**config.mk**
```make
export PLATFORM = sky130hd
export DESIGN_NAME = cipher_job_sched
export DESIGN_NICKNAME = d
export VERILOG_FILES = /design/src/rtl/cipher_pkg.sv /design/src/rtl/rr_arb2.sv /design/src/rtl/cipher_job_sched.sv
export SDC_FILE = /design/constraint.sdc
export NUM_CORES = 1
export LEC_CHECK = 0
export ABC_AREA = 1
export CORE_UTILIZATION = 49
export DETAILED_ROUTE_END_ITERATION = 16
export PLACE_DENSITY_LB_ADDON = 0.12
export SKIP_CTS_REPAIR_TIMING = 1
export SLEW_MARGIN = 0
export SYNTH_ARGS = -nofsm -noshare
export SYNTH_HDL_FRONTEND = slang
export SYNTH_SLANG_ARGS = --single-unit
export TNS_END_PERCENT = 5
```
**constraint.sdc**
```tcl
create_clock -name clk -period 3.25 [get_ports clk]
set_input_delay 0.65 -clock clk [delete_from_list [all_inputs] [get_ports clk]]
set_output_delay 0.65 -clock clk [all_outputs]
set_load 0.02 [all_outputs]
```
**src/rtl/cipher_pkg.sv**
```systemverilog
// Shared definitions for the cipher job scheduler: default sizes, chunk counts
// and the controller state encoding.
package cipher_pkg;

  localparam int DATAW_DEF   = 10;
  localparam int ROUNDS_DEF  = 31;
  localparam int KEY_CHUNKS  = 4;
  localparam int DATA_CHUNKS = 2;
  localparam int CNTW        = 5;

  typedef enum logic [2:0] {
    ST_IDLE = 3'd0,
    ST_KEY  = 3'd1,
    ST_DATA = 3'd2,
    ST_RUN  = 3'd3,
    ST_RESP = 3'd4
  } state_t;

  function automatic logic state_busy(input state_t s);
    return (s != ST_IDLE);
  endfunction

endpackage

```
**src/rtl/rr_arb2.sv**
```systemverilog
// Two-input round-robin arbiter. The pointer remembers the last granted index
// and only moves when a grant is actually taken (req & grant).
module rr_arb2 (
  input  logic       clk,
  input  logic       rst_n,
  input  logic [1:0] req,
  input  logic       en,
  output logic [1:0] grant,
  output logic       grant_idx
);

  logic last_reg;

  always_comb begin
    grant_idx = 1'b0;
    if (req == 2'b11) begin
      grant_idx = ~last_reg;
    end else if (req[1]) begin
      grant_idx = 1'b1;
    end
    grant = 2'b00;
    if (en && (req != 2'b00)) begin
      grant = grant_idx ? 2'b10 : 2'b01;
    end
  end

  // Reset as "last granted = 1" so requester 0 wins the first contention.
  always_ff @(posedge clk or negedge rst_n) begin
    if (!rst_n) begin
      last_reg <= 1'b1;
    end else if (|(req & grant)) begin
      last_reg <= grant_idx;
    end
  end

endmodule

```
**src/rtl/cipher_job_sched.sv**
```systemverilog
// Arbitrates two requesters onto one cipher core: streams key then data chunks,
// lets the core run ROUNDS cycles, captures the result and returns it.
module cipher_job_sched
  import cipher_pkg::*;
#(
  parameter int DATAW  = DATAW_DEF,
  parameter int ROUNDS = ROUNDS_DEF
) (
  input  logic                          clk,
  input  logic                          rst_n,
  input  logic [1:0]                    req_valid,
  output logic [1:0]                    req_ready,
  input  logic [1:0][4*DATAW-1:0]       req_key,
  input  logic [1:0][2*DATAW-1:0]       req_data,
  output logic [DATAW-1:0]              keyout,
  output logic [DATAW-1:0]              dataout,
  output logic                          kctr,
  output logic                          dctr,
  output logic                          lfsrset,
  output logic                          core_save,
  input  logic [2*DATAW-1:0]            core_result,
  output logic                          rsp_valid,
  input  logic                          rsp_ready,
  output logic [2*DATAW-1:0]            rsp_data,
  output logic                          rsp_id,
  output logic                          busy
);

  state_t                     state_reg, state_next;
  logic [CNTW-1:0]            cnt_reg, cnt_next;
  logic [4*DATAW-1:0]         key_reg, key_next;
  logic [2*DATAW-1:0]         data_reg, data_next;
  logic                       id_reg, id_next;
  logic [DATAW-1:0]           keyout_next, dataout_next;
  logic                       kctr_next, dctr_next, lfsrset_next, core_save_next;
  logic                       rsp_valid_next, rsp_id_next;
  logic [2*DATAW-1:0]         rsp_data_next;

  logic                       grant_idx;
  logic                       accept;
  logic [DATAW-1:0]           key_chunk  [KEY_CHUNKS];
  logic [DATAW-1:0]           data_chunk [DATA_CHUNKS];

  rr_arb2 u_arb (
    .clk       (clk),
    .rst_n     (rst_n),
    .req       (req_valid),
    .en        (state_reg == ST_IDLE),
    .grant     (req_ready),
    .grant_idx (grant_idx)
  );

  assign accept = |(req_valid & req_ready);
  assign busy   = state_busy(state_reg);

  genvar gi;
  for (gi = 0; gi < KEY_CHUNKS; gi++) begin : g_key_chunk
    assign key_chunk[gi] = key_reg[gi*DATAW +: DATAW];
  end
  for (gi = 0; gi < DATA_CHUNKS; gi++) begin : g_data_chunk
    assign data_chunk[gi] = data_reg[gi*DATAW +: DATAW];
  end

  always_comb begin
    state_next     = state_reg;
    cnt_next       = cnt_reg;
    key_next       = key_reg;
    data_next      = data_reg;
    id_next        = id_reg;
    keyout_next    = keyout;
    dataout_next   = dataout;
    kctr_next      = kctr;
    dctr_next      = dctr;
    lfsrset_next   = lfsrset;
    core_save_next = 1'b0;
    rsp_valid_next = rsp_valid;
    rsp_data_next  = rsp_data;
    rsp_id_next    = rsp_id;

    case (state_reg)
      ST_IDLE: begin
        if (accept) begin
          // Chunk 0 comes straight from the request so it is valid right after the handshake.
          state_next   = ST_KEY;
          cnt_next     = '0;
          key_next     = req_key[grant_idx];
          data_next    = req_data[grant_idx];
          id_next      = grant_idx;
          keyout_next  = req_key[grant_idx][DATAW-1:0];
          kctr_next    = 1'b1;
          dctr_next    = 1'b0;
          lfsrset_next = 1'b1;
        end
      end
      ST_KEY: begin
        if (cnt_reg == CNTW'(KEY_CHUNKS-1)) begin
          state_next   = ST_DATA;
          cnt_next     = '0;
          kctr_next    = 1'b0;
          dctr_next    = 1'b1;
          dataout_next = data_chunk[0];
        end else begin
          cnt_next    = cnt_reg + 1'b1;
          keyout_next = key_chunk[cnt_reg[1:0] + 2'd1];
        end
      end
      ST_DATA: begin
        if (cnt_reg == CNTW'(DATA_CHUNKS-1)) begin
          state_next   = ST_RUN;
          cnt_next     = '0;
          dctr_next    = 1'b0;
          lfsrset_next = 1'b0;
        end else begin
          cnt_next     = cnt_reg + 1'b1;
          dataout_next = data_chunk[1];
        end
      end
      ST_RUN: begin
        if (cnt_reg == CNTW'(ROUNDS-1)) begin
          state_next     = ST_RESP;
          cnt_next       = '0;
          rsp_data_next  = core_result;
          rsp_id_next    = id_reg;
          rsp_valid_next = 1'b1;
          core_save_next = 1'b1;
          lfsrset_next   = 1'b1;
        end else begin
          cnt_next = cnt_reg + 1'b1;
        end
      end
      ST_RESP: begin
        if (rsp_ready) begin
          state_next     = ST_IDLE;
          rsp_valid_next = 1'b0;
        end
      end
      default: begin
        state_next = ST_IDLE;
      end
    endcase
  end

  always_ff @(posedge clk or negedge rst_n) begin
    if (!rst_n) begin
      state_reg <= ST_IDLE;
      cnt_reg   <= '0;
      key_reg   <= '0;
      data_reg  <= '0;
      id_reg    <= 1'b0;
      keyout    <= '0;
      dataout   <= '0;
      kctr      <= 1'b0;
      dctr      <= 1'b0;
      lfsrset   <= 1'b1;
      core_save <= 1'b0;
      rsp_valid <= 1'b0;
      rsp_data  <= '0;
      rsp_id    <= 1'b0;
    end else begin
      state_reg <= state_next;
      cnt_reg   <= cnt_next;
      key_reg   <= key_next;
      data_reg  <= data_next;
      id_reg    <= id_next;
      keyout    <= keyout_next;
      dataout   <= dataout_next;
      kctr      <= kctr_next;
      dctr      <= dctr_next;
      lfsrset   <= lfsrset_next;
      core_save <= core_save_next;
      rsp_valid <= rsp_valid_next;
      rsp_data  <= rsp_data_next;
      rsp_id    <= rsp_id_next;
    end
  end

endmodule
```
==> metrics.md, run 1 <==
| Metric | Value |
|---|---|
| Maximum vdd drop | approximately 0.00046 V |
| Final critical-path share of the clock period | 0.880 |
| Status | finished, final reports clean |
| DRC | 0 |
| Routability cong. | ~0.86 |
| Static leakage | between 3 and 4 nW |
| CP Max Fanout | 11 |
| Max FFs per register | 40 |
| Starting Density | 0.512 |
| CTS Buf Count | 17 |
| Antenna violations before repair | 0 |
| Fin nets | roughly 1100 |
| Core Util, Final | 0.744 |
| Wire per inst | approximately 15 µm |
| Count of endpoints failing setup in the final report | 0 |
| Syn avg cell area | ~8 µm² |
| Final worst slack | about 390 ps |
| Worst EP required | between 2000 and 3000 ps |
| Grt ovf | 0 |
| Critical Path Sink Type | primary output |
| Antenna cells | 0 |
| Clock Tree Buf Depth | 2 |
| Total GRT Usage | 0.283 |
| PortBufs | 193 |
| DR vias | 5760 |
| Root Driver | clkbuf_16 |
| Pwr Total | 0.00737 W |
| Hold Vio Cnt, Final | 0 |
| Die Footprint | between 10000 and 15000 µm² |
| CTS tree | done |
| Max cap viols | 0 |
| Skew-Pair Late Insertion Delay | between 400 and 500 ps |
| Vias in the first global route | 5638 |
| Biggest area consumer among synthesized cells | dfrtp_1 |
| Fin. max-slew vios | 0 |
| Clock-pin slew on the worst setup and hold paths | ~50 ps |
| Seq cells post-synth | 116 |
| Worst slew pin tran | approximately 840 ps |
| Antenna viol nets, final | 0 |
| Worst Skew | 11.6 ps |
| Vias per cell | around 5.4 |
| PwrDens | 893 nW/µm² |
| CP startpoint kind | primary input |
| Seq/Total Area, Yosys | 0.512 |
| Fraction of layout cells with a size suffix above 1 | 0.0567 |
| Site Rows | 38 |
| Htree depth | 4 |
| Setup_tns | 0 ps |
| Unrepaired setup endpoints after global routing | false |
| Core area | 11100 µm² |
| First-pass GRT wire length | approximately 26000 µm |
| Area grow syn2layout | 45.3% |
| Routed WL | around 16000 µm |
| CTS sink count | 116 |
| Crit path kind | primary input to primary output |
| Synth top area share | 0.503 |
| Pre-antenna DRT Iters | 5 |
| Hold_ws | about 270 ps |
| Mapped Area | 5670 µm² |
| Initial DRC count | roughly 400 |
| Dpl hpwl | 11200 µm |
| Slew headroom | 0.441 |
| Largest net degree at the start of global routing | between 90 and 100 |
| Maximum clock frequency | between 300 and 400 MHz |
| Worst Hold Class | primary input to async pin |
| Pre-CTS WS | 387 ps |
| Die Span Y | 110 µm |
| Die Width | 110 µm |
| Fin crit period | 2860 ps |
| Synth area leaders | dfrtp_1, nand2_1, o21ai_1, nor2_1, inv_1 |
| Synthesized Nets | between 800 and 900 |
| IO Count | 194 |
| Critical path arrival | 2210 ps |
| Netlist cell types | 23 |
| Post-Synthesis Cells | approximately 730 |
| Total of warnings raised by yosys | 0 |
[cell type report]
type / count / area [µm²]
Fill cell: 826 / 2830
Clock inverter: 9 / 126
Sequential cell: 116 / 2910
Inverter: 63 / 236
Timing Repair Buffer: 201 / 2000
Tap cell: 140 / 175
Clock buffer: 23 / 478
Multi-Input combinational cell: 505 / 2320
[critical path, stage by stage]
cell	delay, ps
clkdlybuf4s50_1	470
nand2_1	70
nand2_2	210
inv_1	80
nor2_1	110
clkdlybuf4s50_1	620
[power breakdown]
group	total [W]	internal [W]	leakage, nW	switching, W
Clock	0.00190	0.00126	0.297	0.000639
Combinational	0.00310	0.00121	2.12	0.00189
Sequential	0.00237	0.00204	1.35	0.000326
[per-stage QoR]
step	instances	area (µm²)
2_1_floorplan	727	5670
3_3_place_gp	1025	7640
3_5_place_dp	1025	7640
4_1_cts	1057	8250
5_1_grt	1057	8250
6_report	1057	8250
[worst paths after layout]
kind,cells past startpoint,endpoint,slack [ps],startpoint
max reg2reg,7,keyout[6],820,cnt_reg[0]
min,1,data_reg[8],270,rst_n
max,6,req_ready[0],390,req_valid[0]
max in group asynchronous,2,u_arb.last_reg,2160,rst_n
min in group clk,2,u_arb.last_reg,480,u_arb.last_reg
min reg2reg,2,u_arb.last_reg,480,u_arb.last_reg
[routing by layer]
layer  GRT usage  share of wire  vias up
met5           0              0        -
li1            -              -     2746
met3      0.0658          0.076       26
met4       0.104          0.018        0
met2       0.522           0.53      268
met1       0.317           0.38     2720
[kinds of logic after synthesis]
family / synth area share
and+or+nand+nor: 0.228
AOI/OAI and AO/OA: 0.173
adders and majority gates: 0.00662
buffers and inverters: 0.0789
xor gates and xnor gates: 0.00154
DFF: 0.512
[placed cells by master (no fill, tap or decap), types with 2 or more instances in the layout]
cell type | netlist | final
buf_4 | 7 | 8
o21ai_1 | 79 | 79
nand2_1 | 213 | 212
o21ai_0 | 35 | 35
nor2_1 | 64 | 64
dfrtp_1 | 114 | 114
nand4_1 | 6 | 6
bufinv_16 | 0 | 3
o211ai_1 | 21 | 21
ha_1 | 3 | 3
nand2_2 | 1 | 2
nand3_1 | 35 | 35
nor2_4 | 2 | 2
clkdlybuf4s50_1 | 0 | 192
o22ai_1 | 30 | 30
nor2_2 | 2 | 2
dfstp_2 | 2 | 2
clkbuf_8 | 0 | 3
clkbuf_16 | 0 | 17
inv_2 | 6 | 6
clkinv_2 | 0 | 4
clkbuf_1 | 15 | 3
a21oi_1 | 13 | 13
inv_1 | 57 | 57
[cells in the mapped netlist]
| cell type | number |
|---|---|
| o22ai_1 | 30 |
| nand2_1 | 213 |
| xor2_1 | 1 |
| o211ai_1 | 21 |
| buf_6 | 1 |
| inv_1 | 57 |
| nand2_2 | 1 |
| nand4_1 | 6 |
| dfstp_2 | 2 |
| clkbuf_1 | 15 |
| nor2_1 | 64 |
| inv_2 | 6 |
| nor2_4 | 2 |
| dfrtp_1 | 114 |
| o21ai_0 | 35 |
| o21ai_1 | 79 |
| nand3_1 | 35 |
| buf_2 | 13 |
| nor2_2 | 2 |
| ha_1 | 3 |
| buf_4 | 7 |
| buf_1 | 7 |
| a21oi_1 | 13 |
Note: power is estimated with default switching activity, not from simulation.
==> run 2: changes to the inputs <==
--- a/config.mk
+++ b/config.mk
@@ -9,6 +9,7 @@
 export CORE_UTILIZATION = 49
 export DETAILED_ROUTE_END_ITERATION = 16
 export PLACE_DENSITY_LB_ADDON = 0.12
+export SETUP_SLACK_MARGIN = 0.5
 export SKIP_CTS_REPAIR_TIMING = 1
 export SLEW_MARGIN = 0
 export SYNTH_ARGS = -nofsm -noshare
==> metrics.md, run 2 (synthesis results as in run 1) <==
| Metric | Value |
|---|---|
| Status | finished, final reports clean |
| Fin. max-slew vios | 0 |
| Dpl hpwl | approximately 11000 µm |
| CTS tree | done |
| Unrepaired setup endpoints after global routing | true |
| Worst r2r path cells | 7 |
| Pre-antenna DRT Iters | 5 |
| Worst path buffer plus inverter count | 2 |
| Worst Skew | between 10 and 15 ps |
| Fin cells | roughly 1100 |
| CP peak stage delay | 630 ps |
| First-pass GRT wire length | ~26000 µm |
| Count of endpoints failing setup in the final report | 0 |
| DRC | 0 |
| Max cap viols | 0 |
| Area grow syn2layout | 45.5% |
| Setup_tns | 0 ps |
| Pre-CTS WS | about 390 ps |
| Crit path max-delay family | buffers and inverters |
| Root Driver | clkbuf_16 |
| Pwr Total | about 0.0074 W |
| Slew headroom | 0.449 |
| Clock Tree Buf Depth | 2 |
| Final critical-path share of the clock period | 0.850 |
| Most numerous cell on the critical path | clkdlybuf4s50_1 |
| CTS Buf Count | 17 |
| Worst Hold Class | primary input to async pin |
| Placed insts | a little over 1000 |
| IO Count | 194 |
| Maximum vdd drop | ~0.00046 V |
| Antenna cells | 0 |
| Worst R2R Setup Slack | 820 ps |
| Die Span Y | between 100 and 150 µm |
| FF-to-FF End | keyout[6] |
| Htree depth | 4 |
| Total GRT Usage | 0.283 |
| CP Max Fanout | 11 |
| PwrDens | roughly 890 nW/µm² |
| Largest net degree at the start of global routing | 93 |
| DR vias | 5794 |
| Vias per cell | 5.48 |
| Fin nets | about 1100 |
| Routability cong. | between 0.8 and 0.9 |
| Worst EP required | around 2600 ps |
| Final worst slack | between 400 and 500 ps |
| Most common cell after layout, fill and taps aside | nand2_1 |
| Fraction of layout cells with a size suffix above 1 | 0.0567 |
| Core area | 11100 µm² |
| Worst slew pin tran | just over 800 ps |
| Initial DRC count | between 300 and 400 |
| Static leakage | 3.79 nW |
| Critical Path Sink Type | primary output |
| Max FFs per register | 40 |
| Hold Vio Cnt, Final | 0 |
| Site Rows | 38 |
| PortBufs | 193 |
| Clock-pin slew on the worst setup and hold paths | around 50 ps |
| Crit-path cells | clkdlybuf4s50_1 > nand2_4 > nor2_1 > clkdlybuf4s50_1 |
| Critical path arrival | approximately 2100 ps |
| Grt ovf | 0 |
| Hold_ws | between 200 and 300 ps |
| Starting Density | 0.512 |
| Die Width | ~110 µm |
| Fin crit period | ~2800 ps |
| Skew-Pair Late Insertion Delay | a little over 400 ps |
| Antenna violations before repair | 0 |
| Die Footprint | 12000 µm² |
| Vias in the first global route | 5638 |
| Crit path kind | primary input to primary output |
| Routed WL | between 15000 and 20000 µm |
| Most frequent cells in the layout | nand2_1, clkdlybuf4s50_1, dfrtp_1 |
| Crit-path slowest cell | clkdlybuf4s50_1 |
| R2R Path Start | cnt_reg[0] |
| CP startpoint kind | primary input |
| Maximum clock frequency | approximately 360 MHz |
| Wire per inst | 15.4 µm |
| Fill count | between 800 and 900 |
| Antenna viol nets, final | 0 |
| CTS sink count | 116 |
-- run 2: cell types whose count changed in the layout (fill, tap and decap cells not counted) --
cell             change
clkdlybuf4s50_1      -1
dlymetal6s2s_1       +1
nand2_2              -1
nand2_4              +1
-- run 2: worst max-delay path by stage --
stage	cells after the start	to	startpoint
floorplan	5	req_ready[0]	req_valid[0]
global placement	6	req_ready[0]	req_valid[0]
detailed placement	6	req_ready[0]	req_valid[0]
CTS	6	req_ready[0]	req_valid[0]
global route	4	req_ready[1]	req_valid[1]
finish	4	req_ready[1]	req_valid[1]
-- run 2: per-stage QoR --
stage          instance area (µm²)  utilization
2_1_floorplan                 5670            -
3_3_place_gp                  7640        0.690
3_5_place_dp                  7640        0.690
4_1_cts                       8250        0.744
5_1_grt                       8250        0.745
6_report                      8250        0.745
-- run 2: metal layers --
layer	track usage	part of all wire	up-vias
li1	-	-	2742
met1	0.317	0.38	2747
met2	0.522	0.53	277
met3	0.0658	0.073	28
met4	0.104	0.019	0
met5	0	0	-
-- run 2: final cells by class --
type	instances	area, µm²	area share
inverters	63	236	0.0286
clock inverters	9	126	0.0153
multi-input cells	505	2330	0.282
well taps	140	175	0.0212
flip-flops and latches	116	2910	0.352
repair buffers	201	2000	0.243
clock buffers	23	478	0.0579
-- run 2: report_power, final --
part | switching, W | internal [W]
clock network | 0.000639 | 0.00126
registers | 0.000326 | 0.00204
logic | 0.00189 | 0.00121
total | 0.00286 | 0.00451
-- run 2: worst register-to-register path, delay by kind of cell, from the launching register on --
| kind | cells | cell delay (ps) |
|---|---|---|
| adder cells (fa/ha/maj) | 1 | 770 |
| buffers and inverters | 1 | 150 |
| AO/OA/AOI/OAI | 2 | 300 |
| flip-flops | 1 | 800 |
| AND/OR/NAND/NOR | 3 | 310 |
